File: config.mk
export PLATFORM = sky130hd
export DESIGN_NAME = dmem_ctrl_flat
export DESIGN_NICKNAME = d
export VERILOG_FILES = /design/src/rtl/dmem_ctrl_pkg.sv /design/src/rtl/dmem_ctrl_if.sv /design/src/rtl/dmem_lane_unit.sv /design/src/rtl/dmem_ctrl.sv /design/src/flat_wrapper.sv
export SDC_FILE = /design/constraint.sdc
export NUM_CORES = 1
export LEC_CHECK = 0
export ABC_CLOCK_PERIOD_IN_PS = 4100
export BUFFER_PORTS_ARGS = -buffer_cell sky130_fd_sc_hd__buf_2
export CAP_MARGIN = 20
export CORE_ASPECT_RATIO = 1.1
export CORE_MARGIN = 2
export CORE_UTILIZATION = 55
export CTS_BUF_LIST = sky130_fd_sc_hd__clkbuf_8
export DETAILED_ROUTE_END_ITERATION = 8
export MAX_ROUTING_LAYER = met4
export PLACE_DENSITY = 0.87
export SLEW_MARGIN = 20
export SYNTH_ARGS = -nofsm -noshare
export SYNTH_HDL_FRONTEND = slang
export SYNTH_HIERARCHICAL = 1
export SYNTH_SLANG_ARGS = --single-unit
File: constraint.sdc
create_clock -name clk -period 4.1 [get_ports clk]
set_clock_uncertainty 0.05 [all_clocks]
set_input_delay 0.615 -clock clk [delete_from_list [all_inputs] [get_ports clk]]
set_output_delay 0.615 -clock clk [all_outputs]
set_load 0.01 [all_outputs]
File: src/rtl/dmem_ctrl_pkg.sv
// Shared types for the data-memory access controller: bus widths, access codes
// and controller state, plus the alignment rule used when a request is accepted.
package dmem_ctrl_pkg;

    localparam int unsigned XLEN = 32;

    typedef logic [XLEN-1:0] MemBus;
    typedef logic [XLEN-1:0] MemAddrBus;
    typedef logic [XLEN-1:0] RegBus;
    typedef logic [4:0]      RegAddrBus;
    typedef logic [1:0]      MemIndex;

    // Codes outside this list are legal on the bus and are treated as no-ops.
    typedef enum logic [3:0] {
        EX_NOP = 4'd0,
        EX_LB  = 4'd1,
        EX_LH  = 4'd2,
        EX_LW  = 4'd3,
        EX_LBU = 4'd4,
        EX_LHU = 4'd5,
        EX_SB  = 4'd6,
        EX_SH  = 4'd7,
        EX_SW  = 4'd8
    } ExCode;

    typedef enum logic [1:0] {
        DMEM_IDLE      = 2'd0,
        DMEM_LOAD_WAIT = 2'd1,
        DMEM_RMW       = 2'd2
    } DmemState;

    function automatic logic is_misaligned(input ExCode code, input MemIndex idx);
        logic mis;
        mis = 1'b0;
        case (code)
            EX_LH, EX_LHU, EX_SH: mis = idx[0];
            EX_LW, EX_SW:         mis = |idx;
            default:              mis = 1'b0;
        endcase
        return mis;
    endfunction

endpackage

File: src/rtl/dmem_ctrl_if.sv
// Bundle of the MEM-stage request/response signals and the data RAM port seen
// by dmem_ctrl; slave is the controller side, master the pipeline/RAM side.
interface dmem_ctrl_if #(
    parameter int unsigned DEPTH_LOG2 = 12
);
    import dmem_ctrl_pkg::*;

    // Handshake: a request transfers on a rising edge where req_valid_i and
    // req_ready_o are both high; the request must stay stable while not ready.
    logic                  req_valid_i;
    logic                  req_ready_o;
    ExCode                 ex_code_i;
    MemAddrBus             addr_i;
    MemBus                 wdata_i;
    RegAddrBus             rd_waddr_i;
    logic                  stall_o;
    logic                  rsp_valid_o;
    RegBus                 rsp_rdata_o;
    RegAddrBus             rsp_waddr_o;
    logic                  misalign_o;
    logic                  ram_en_o;
    logic                  ram_we_o;
    logic [DEPTH_LOG2-1:0] ram_addr_o;
    MemBus                 ram_wdata_o;
    MemBus                 ram_rdata_i;
    DmemState              dbg_state_o;

    modport slave (
        input  req_valid_i, ex_code_i, addr_i, wdata_i, rd_waddr_i, ram_rdata_i,
        output req_ready_o, stall_o, rsp_valid_o, rsp_rdata_o, rsp_waddr_o,
               misalign_o, ram_en_o, ram_we_o, ram_addr_o, ram_wdata_o, dbg_state_o
    );

    modport master (
        output req_valid_i, ex_code_i, addr_i, wdata_i, rd_waddr_i, ram_rdata_i,
        input  req_ready_o, stall_o, rsp_valid_o, rsp_rdata_o, rsp_waddr_o,
               misalign_o, ram_en_o, ram_we_o, ram_addr_o, ram_wdata_o, dbg_state_o
    );

endinterface

File: src/rtl/dmem_lane_unit.sv
// Combinational lane logic: extracts and extends load data from a RAM word, and
// merges byte/halfword store data into the word read back for read-modify-write.
module dmem_lane_unit
    import dmem_ctrl_pkg::*;
(
    input  ExCode       i_ex_code,
    input  MemIndex     i_index,
    input  MemBus       i_rdata,
    input  logic [15:0] i_wdata,
    output RegBus       o_load_data,
    output MemBus       o_merged
);

    logic [7:0]  w_byte;
    logic [15:0] w_half;

    always_comb begin
        w_byte = 8'h00;
        case (i_index)
            2'd0:    w_byte = i_rdata[7:0];
            2'd1:    w_byte = i_rdata[15:8];
            2'd2:    w_byte = i_rdata[23:16];
            default: w_byte = i_rdata[31:24];
        endcase
        w_half = i_index[1] ? i_rdata[31:16] : i_rdata[15:0];
    end

    always_comb begin
        o_load_data = '0;
        case (i_ex_code)
            EX_LB:   o_load_data = {{24{w_byte[7]}}, w_byte};
            EX_LBU:  o_load_data = {24'h000000, w_byte};
            EX_LH:   o_load_data = {{16{w_half[15]}}, w_half};
            EX_LHU:  o_load_data = {16'h0000, w_half};
            EX_LW:   o_load_data = i_rdata;
            default: o_load_data = '0;
        endcase
    end

    // Halfword stores only ever reach here with index 0 or 2.
    always_comb begin
        o_merged = i_rdata;
        case (i_ex_code)
            EX_SB: begin
                case (i_index)
                    2'd0:    o_merged[7:0]   = i_wdata[7:0];
                    2'd1:    o_merged[15:8]  = i_wdata[7:0];
                    2'd2:    o_merged[23:16] = i_wdata[7:0];
                    default: o_merged[31:24] = i_wdata[7:0];
                endcase
            end
            EX_SH: begin
                if (i_index[1]) o_merged[31:16] = i_wdata;
                else            o_merged[15:0]  = i_wdata;
            end
            default: o_merged = i_rdata;
        endcase
    end

endmodule

File: src/rtl/dmem_ctrl.sv
// Data-memory access controller: one load/store at a time toward a single-port
// synchronous RAM, with RMW for sub-word stores and extended load results.
module dmem_ctrl
    import dmem_ctrl_pkg::*;
#(
    parameter int unsigned DEPTH_LOG2 = 12
) (
    input logic       clk,
    input logic       rst_n,
    dmem_ctrl_if.slave bus
);

    DmemState              r_state;
    DmemState              w_next;
    ExCode                 r_ex_code;
    MemIndex               r_index;
    RegAddrBus             r_rd_waddr;
    logic [15:0]           r_wdata;
    logic [DEPTH_LOG2-1:0] r_word_addr;
    logic                  r_rsp_valid;
    RegBus                 r_rsp_rdata;
    RegAddrBus             r_rsp_waddr;
    logic                  r_misalign;

    logic                  w_ready;
    logic                  w_accept;
    logic                  w_misalign;
    MemIndex               w_req_index;
    logic [DEPTH_LOG2-1:0] w_req_word_addr;
    logic                  w_en;
    logic                  w_we;
    logic [DEPTH_LOG2-1:0] w_addr;
    MemBus                 w_wdata;
    RegBus                 w_load_data;
    MemBus                 w_merged;
    logic                  w_unused_addr;

    assign w_ready         = rst_n & (r_state == DMEM_IDLE);
    assign w_accept        = bus.req_valid_i & w_ready;
    assign w_req_index     = bus.addr_i[1:0];
    assign w_req_word_addr = bus.addr_i[DEPTH_LOG2+1:2];
    assign w_misalign      = is_misaligned(bus.ex_code_i, w_req_index);
    assign w_unused_addr   = ^bus.addr_i[XLEN-1:DEPTH_LOG2+2];

    dmem_lane_unit u_lane (
        .i_ex_code   (r_ex_code),
        .i_index     (r_index),
        .i_rdata     (bus.ram_rdata_i),
        .i_wdata     (r_wdata),
        .o_load_data (w_load_data),
        .o_merged    (w_merged)
    );

    always_ff @(posedge clk or negedge rst_n) begin
        if (!rst_n) r_state <= DMEM_IDLE;
        else        r_state <= w_next;
    end

    always_comb begin
        w_next  = r_state;
        w_en    = 1'b0;
        w_we    = 1'b0;
        w_addr  = '0;
        w_wdata = '0;
        case (r_state)
            DMEM_IDLE: begin
                if (w_accept && !w_misalign) begin
                    case (bus.ex_code_i)
                        EX_LB, EX_LH, EX_LW, EX_LBU, EX_LHU: begin
                            w_en   = 1'b1;
                            w_addr = w_req_word_addr;
                            w_next = DMEM_LOAD_WAIT;
                        end
                        EX_SW: begin
                            w_en    = 1'b1;
                            w_we    = 1'b1;
                            w_addr  = w_req_word_addr;
                            w_wdata = bus.wdata_i;
                        end
                        // Sub-word store: fetch the word now, write the merge next cycle.
                        EX_SB, EX_SH: begin
                            w_en   = 1'b1;
                            w_addr = w_req_word_addr;
                            w_next = DMEM_RMW;
                        end
                        default: w_next = DMEM_IDLE;
                    endcase
                end
            end
            DMEM_LOAD_WAIT: w_next = DMEM_IDLE;
            DMEM_RMW: begin
                w_en    = 1'b1;
                w_we    = 1'b1;
                w_addr  = r_word_addr;
                w_wdata = w_merged;
                w_next  = DMEM_IDLE;
            end
            default: w_next = DMEM_IDLE;
        endcase
    end

    always_ff @(posedge clk or negedge rst_n) begin
        if (!rst_n) begin
            r_ex_code   <= EX_NOP;
            r_index     <= '0;
            r_rd_waddr  <= '0;
            r_wdata     <= '0;
            r_word_addr <= '0;
        end else if (w_accept) begin
            r_ex_code   <= bus.ex_code_i;
            r_index     <= w_req_index;
            r_rd_waddr  <= bus.rd_waddr_i;
            r_wdata     <= bus.wdata_i[15:0];
            r_word_addr <= w_req_word_addr;
        end
    end

    always_ff @(posedge clk or negedge rst_n) begin
        if (!rst_n) begin
            r_rsp_valid <= 1'b0;
            r_rsp_rdata <= '0;
            r_rsp_waddr <= '0;
            r_misalign  <= 1'b0;
        end else begin
            r_rsp_valid <= (r_state == DMEM_LOAD_WAIT);
            r_misalign  <= w_accept & w_misalign;
            if (r_state == DMEM_LOAD_WAIT) begin
                r_rsp_rdata <= w_load_data;
                r_rsp_waddr <= r_rd_waddr;
            end
        end
    end

    // The RAM port is held quiet during reset regardless of the request inputs.
    assign bus.ram_en_o    = rst_n & w_en;
    assign bus.ram_we_o    = rst_n & w_we;
    assign bus.ram_addr_o  = rst_n ? w_addr : '0;
    assign bus.ram_wdata_o = rst_n ? w_wdata : '0;

    assign bus.req_ready_o = w_ready;
    assign bus.stall_o     = bus.req_valid_i & ~w_ready;
    assign bus.rsp_valid_o = r_rsp_valid;
    assign bus.rsp_rdata_o = r_rsp_rdata;
    assign bus.rsp_waddr_o = r_rsp_waddr;
    assign bus.misalign_o  = r_misalign;
    assign bus.dbg_state_o = r_state;

endmodule

File: src/flat_wrapper.sv
// flat-port wrapper written by rule: the top's interface ports become plain ports
module dmem_ctrl_flat import dmem_ctrl_pkg::*;
#(
    parameter int unsigned DEPTH_LOG2 = 12
)
  (clk, rst_n, bus_req_valid_i, bus_ex_code_i, bus_addr_i, bus_wdata_i, bus_rd_waddr_i, bus_ram_rdata_i, bus_req_ready_o, bus_stall_o, bus_rsp_valid_o, bus_rsp_rdata_o, bus_rsp_waddr_o, bus_misalign_o, bus_ram_en_o, bus_ram_we_o, bus_ram_addr_o, bus_ram_wdata_o, bus_dbg_state_o);
  dmem_ctrl_if #(.DEPTH_LOG2(DEPTH_LOG2)) bus_i ();
  input logic clk;
  input logic rst_n;
  input wire logic [$bits(bus_i.req_valid_i)-1:0] bus_req_valid_i;
  input wire logic [$bits(bus_i.ex_code_i)-1:0] bus_ex_code_i;
  input wire logic [$bits(bus_i.addr_i)-1:0] bus_addr_i;
  input wire logic [$bits(bus_i.wdata_i)-1:0] bus_wdata_i;
  input wire logic [$bits(bus_i.rd_waddr_i)-1:0] bus_rd_waddr_i;
  input wire logic [$bits(bus_i.ram_rdata_i)-1:0] bus_ram_rdata_i;
  output wire logic [$bits(bus_i.req_ready_o)-1:0] bus_req_ready_o;
  output wire logic [$bits(bus_i.stall_o)-1:0] bus_stall_o;
  output wire logic [$bits(bus_i.rsp_valid_o)-1:0] bus_rsp_valid_o;
  output wire logic [$bits(bus_i.rsp_rdata_o)-1:0] bus_rsp_rdata_o;
  output wire logic [$bits(bus_i.rsp_waddr_o)-1:0] bus_rsp_waddr_o;
  output wire logic [$bits(bus_i.misalign_o)-1:0] bus_misalign_o;
  output wire logic [$bits(bus_i.ram_en_o)-1:0] bus_ram_en_o;
  output wire logic [$bits(bus_i.ram_we_o)-1:0] bus_ram_we_o;
  output wire logic [$bits(bus_i.ram_addr_o)-1:0] bus_ram_addr_o;
  output wire logic [$bits(bus_i.ram_wdata_o)-1:0] bus_ram_wdata_o;
  output wire logic [$bits(bus_i.dbg_state_o)-1:0] bus_dbg_state_o;
  assign bus_i.req_valid_i = bus_req_valid_i;
  assign bus_i.ex_code_i = bus_ex_code_i;
  assign bus_i.addr_i = bus_addr_i;
  assign bus_i.wdata_i = bus_wdata_i;
  assign bus_i.rd_waddr_i = bus_rd_waddr_i;
  assign bus_i.ram_rdata_i = bus_ram_rdata_i;
  assign bus_req_ready_o = bus_i.req_ready_o;
  assign bus_stall_o = bus_i.stall_o;
  assign bus_rsp_valid_o = bus_i.rsp_valid_o;
  assign bus_rsp_rdata_o = bus_i.rsp_rdata_o;
  assign bus_rsp_waddr_o = bus_i.rsp_waddr_o;
  assign bus_misalign_o = bus_i.misalign_o;
  assign bus_ram_en_o = bus_i.ram_en_o;
  assign bus_ram_we_o = bus_i.ram_we_o;
  assign bus_ram_addr_o = bus_i.ram_addr_o;
  assign bus_ram_wdata_o = bus_i.ram_wdata_o;
  assign bus_dbg_state_o = bus_i.dbg_state_o;
  dmem_ctrl #(.DEPTH_LOG2(DEPTH_LOG2)) u_core (.clk(clk), .rst_n(rst_n), .bus(bus_i));
endmodule
==> run summary <==
Outcome: finished, final reports clean
Startpoint types: register
Die Ht: 109 um
Vias: 5,657
CTS tree: done
Grt met2 use: 0.523
Row cnt: 38
Total CTS buffers: 9
Mapped cell area: 5550 um2
Layout area overhead: 19.2%
Drt initial violations: 475
Synth top area share: 0.361
CP required: 3.43 ns
Number of remaining DRC errors: 0
Clock period minus worst slack: 3.30 ns
Synthesized Nets: 728
RD Place Congestion: 0.925
Switching power: 0.000832 W
Slew @ Worst Pin: 1.07 ns
Setup Buffers After CTS: 0
Max-slew headroom: 0.286
Routing usage on met3: 0.0598
Vias/cell: 6.41
Number of flops mapped to enable cells by yosys: 0
Post-CTS sizing: 0
Die span in x: 99.8 um
Asr flop ratio synth: 1.00
Yosys warns: 6
Slew Viols, Final: 0
Layout cell share with drive strength beyond 1: 0.354
Worst vdd ir: 0.000234 V
DRT Wirelength: 17,300 um
Global route total overflow: 0
Period utilisation layout: 0.805
Drt pass-1 iters: 6
Vias in the first global route: 5,063
Core Box Area: 9840 um2
Seq/Total Area, Yosys: 0.361
Leakage: 3.36 nW
Final setup violation count: 0
Most Crowded Layer GR: met2
Grt met1 use: 0.411
Average cell area after synthesis: 8.95 um2
Max-cap violations: 0
Top_reg_cell synth: dfrtp_1
Initial antenna violation count: 0
GRT Util Overall: 0.321
Register bit total from synthesis: 80
Arr. time, crit path: 2.63 ns
Cts hold-fix bufs: 0
Clock Latency Late Sink: 0.36 ns
Crit path kind: reg2out
Largest cells by area after synthesis: dfrtp_1 36%, nand2_1 10%, mux2_2 10%
# H-tree levels: 3
RSZ-0062 raised after global routing: false
CTS max path bufs: 2
Largest net degree at the start of global routing: 76
Syn Inst Count: 620
Root Driver: clkbuf_8
Reg clk slew, reported paths: 0.09 ns
Avg WL per Cell: 19.6 um
Overall power: 0.00251 W
Int Power: 0.00168 W
Die ar.: 10,900 um2
Yosys cell types: 59
Comb power frac: 0.292
CP max FO: 61
Part of the power in registers: 0.430
Initial Util: 0.564
Worst setup EP type: output port
Endpoints failing hold: 0
Final #Nets: 865
Most common cell in the netlist: nand2_1
Pwr Density: 379 nW/um2
PortBufs: 178
Post-DP HPWL: 12,400 um
First-pass GRT wire length: 26,600 um
Max Clk Rate: 0.303 GHz
Switching Fraction: 0.332
HP Class: in2async
DRT antenna net count: 0
Cell taking the most area after synthesis: dfrtp_1
Setup TNS: 0 ns
Top cells by count, synth: 152 x nand2_1, 80 x dfrtp_1, 50 x mux2_2
# diodes: 0
Clk pwr share: 0.278
CTS sink count: 80
I/O pin cnt: 197
## routing by layer
layer / vias to the layer above / routed length [um]
met1: 2683 / 6680
li1: 2554 / -
met5: - / 0
met2: 375 / 8320
met3: 45 / 1820
met4: 0 / 435
## path summary, 6_finish.rpt
| path | cells after the start | end | slack (ns) | from |
|---|---|---|---|---|
| worst max-delay path | 5 | bus_ram_addr_o[2] | 0.80 | u_core/bus.dbg_state_o[1] |
| worst min-delay path | 1 | u_core/bus.rsp_waddr_o[1] | 0.07 | rst_n |
| worst max register to register | 5 | u_core/bus.rsp_rdata_o[18] | 1.05 | u_core/r_index[1] |
| worst min register to register | 2 | u_core/r_rd_waddr[1] | 0.43 | u_core/r_rd_waddr[1] |
| max in group asynchronous | 2 | u_core/bus.rsp_rdata_o[24] | 2.75 | rst_n |
| min in group clk | 3 | u_core/r_rd_waddr[1] | 0.38 | bus_rd_waddr_i[1] |
## critical path: stages, from the launching register on
cell and delay, ns:
dfrtp_1 0.61, and4bb_2 0.49, buf_4 0.51, nand2_1 0.18, o31ai_1 0.26, buf_2 0.18
## per-stage QoR
stage	area, um2	instances	util	hold WS (ns)	setup slack (ns)
global placement	6360	866	0.647	0.399	1.12
detailed placement	6360	866	0.647	0.409	1.07
global route	6610	882	0.672	0.0783	0.619
CTS	6600	882	0.671	0.0638	0.857
finish	6610	882	0.672	0.0748	0.801
floorplan	5550	620	-	0.269	1.71
## final cells by class
| type | count | area [um2] |
|---|---|---|
| repair buffers | 187 | 961 |
| multi-input cells | 478 | 3260 |
| clock inverters | 7 | 111 |
| well taps | 120 | 150 |
| flip-flops and latches | 80 | 2000 |
| fillers | 828 | 3230 |
| clock buffers | 9 | 124 |
| inverters | 1 | 3.75 |
## flip-flops by register name (all words and copies together), names as in the netlist
| register | cells |
|---|---|
| u_core/bus.misalign_o | 1 |
| u_core/bus.rsp_valid_o | 1 |
| u_core/r_rd_waddr | 5 |
| u_core/r_ex_code | 4 |
| u_core/bus.rsp_rdata_o | 32 |
| u_core/bus.dbg_state_o | 2 |
| u_core/r_wdata | 16 |
| u_core/r_index | 2 |
| u_core/r_word_addr | 12 |
| u_core/bus.rsp_waddr_o | 5 |
## layout by cell type, fill, tap and decap left out, drive strengths merged, types with 3 or more instances in the layout
| cell type | count |
|---|---|
| a41oi | 12 |
| nor2b | 22 |
| bufinv | 3 |
| mux2i | 14 |
| a32oi | 13 |
| buf | 187 |
| clkbuf | 9 |
| a211oi | 9 |
| nand4 | 16 |
| o21ai | 22 |
| a221o | 6 |
| dfrtp | 80 |
| nand4b | 3 |
| and3b | 3 |
| nand2 | 152 |
| nor4bb | 3 |
| mux2 | 59 |
| nand3 | 24 |
| a211o | 4 |
| nand2b | 5 |
| a22o | 16 |
| and3 | 4 |
| and4b | 14 |
| o221ai | 5 |
| o31ai | 15 |
| a21oi | 18 |
| nand3b | 4 |
| nor2 | 11 |
## power by group through the flow
stage	clock [W]	combinational [W]	sequential (W)
after floorplan	0	0.000428	0.00109
after global placement	0	0.000705	0.00108
after detailed placement	0	0.000721	0.00109
after CTS	0.000710	0.000725	0.00108
after global routing	0.000742	0.000798	0.00110
final	0.000698	0.000733	0.00108
## cells by family (layout without fill, tap and decap cells)
family	after synthesis	in the layout	synth area share
AND/OR/NAND/NOR	270	270	0.252
AO/OA/AOI/OAI	133	133	0.179
flip-flops	80	80	0.361
multiplexers	74	74	0.149
buffers and inverters	62	204	0.0575
XOR/XNOR	1	1	0.00158
Power figures use the tool's default switching activity.
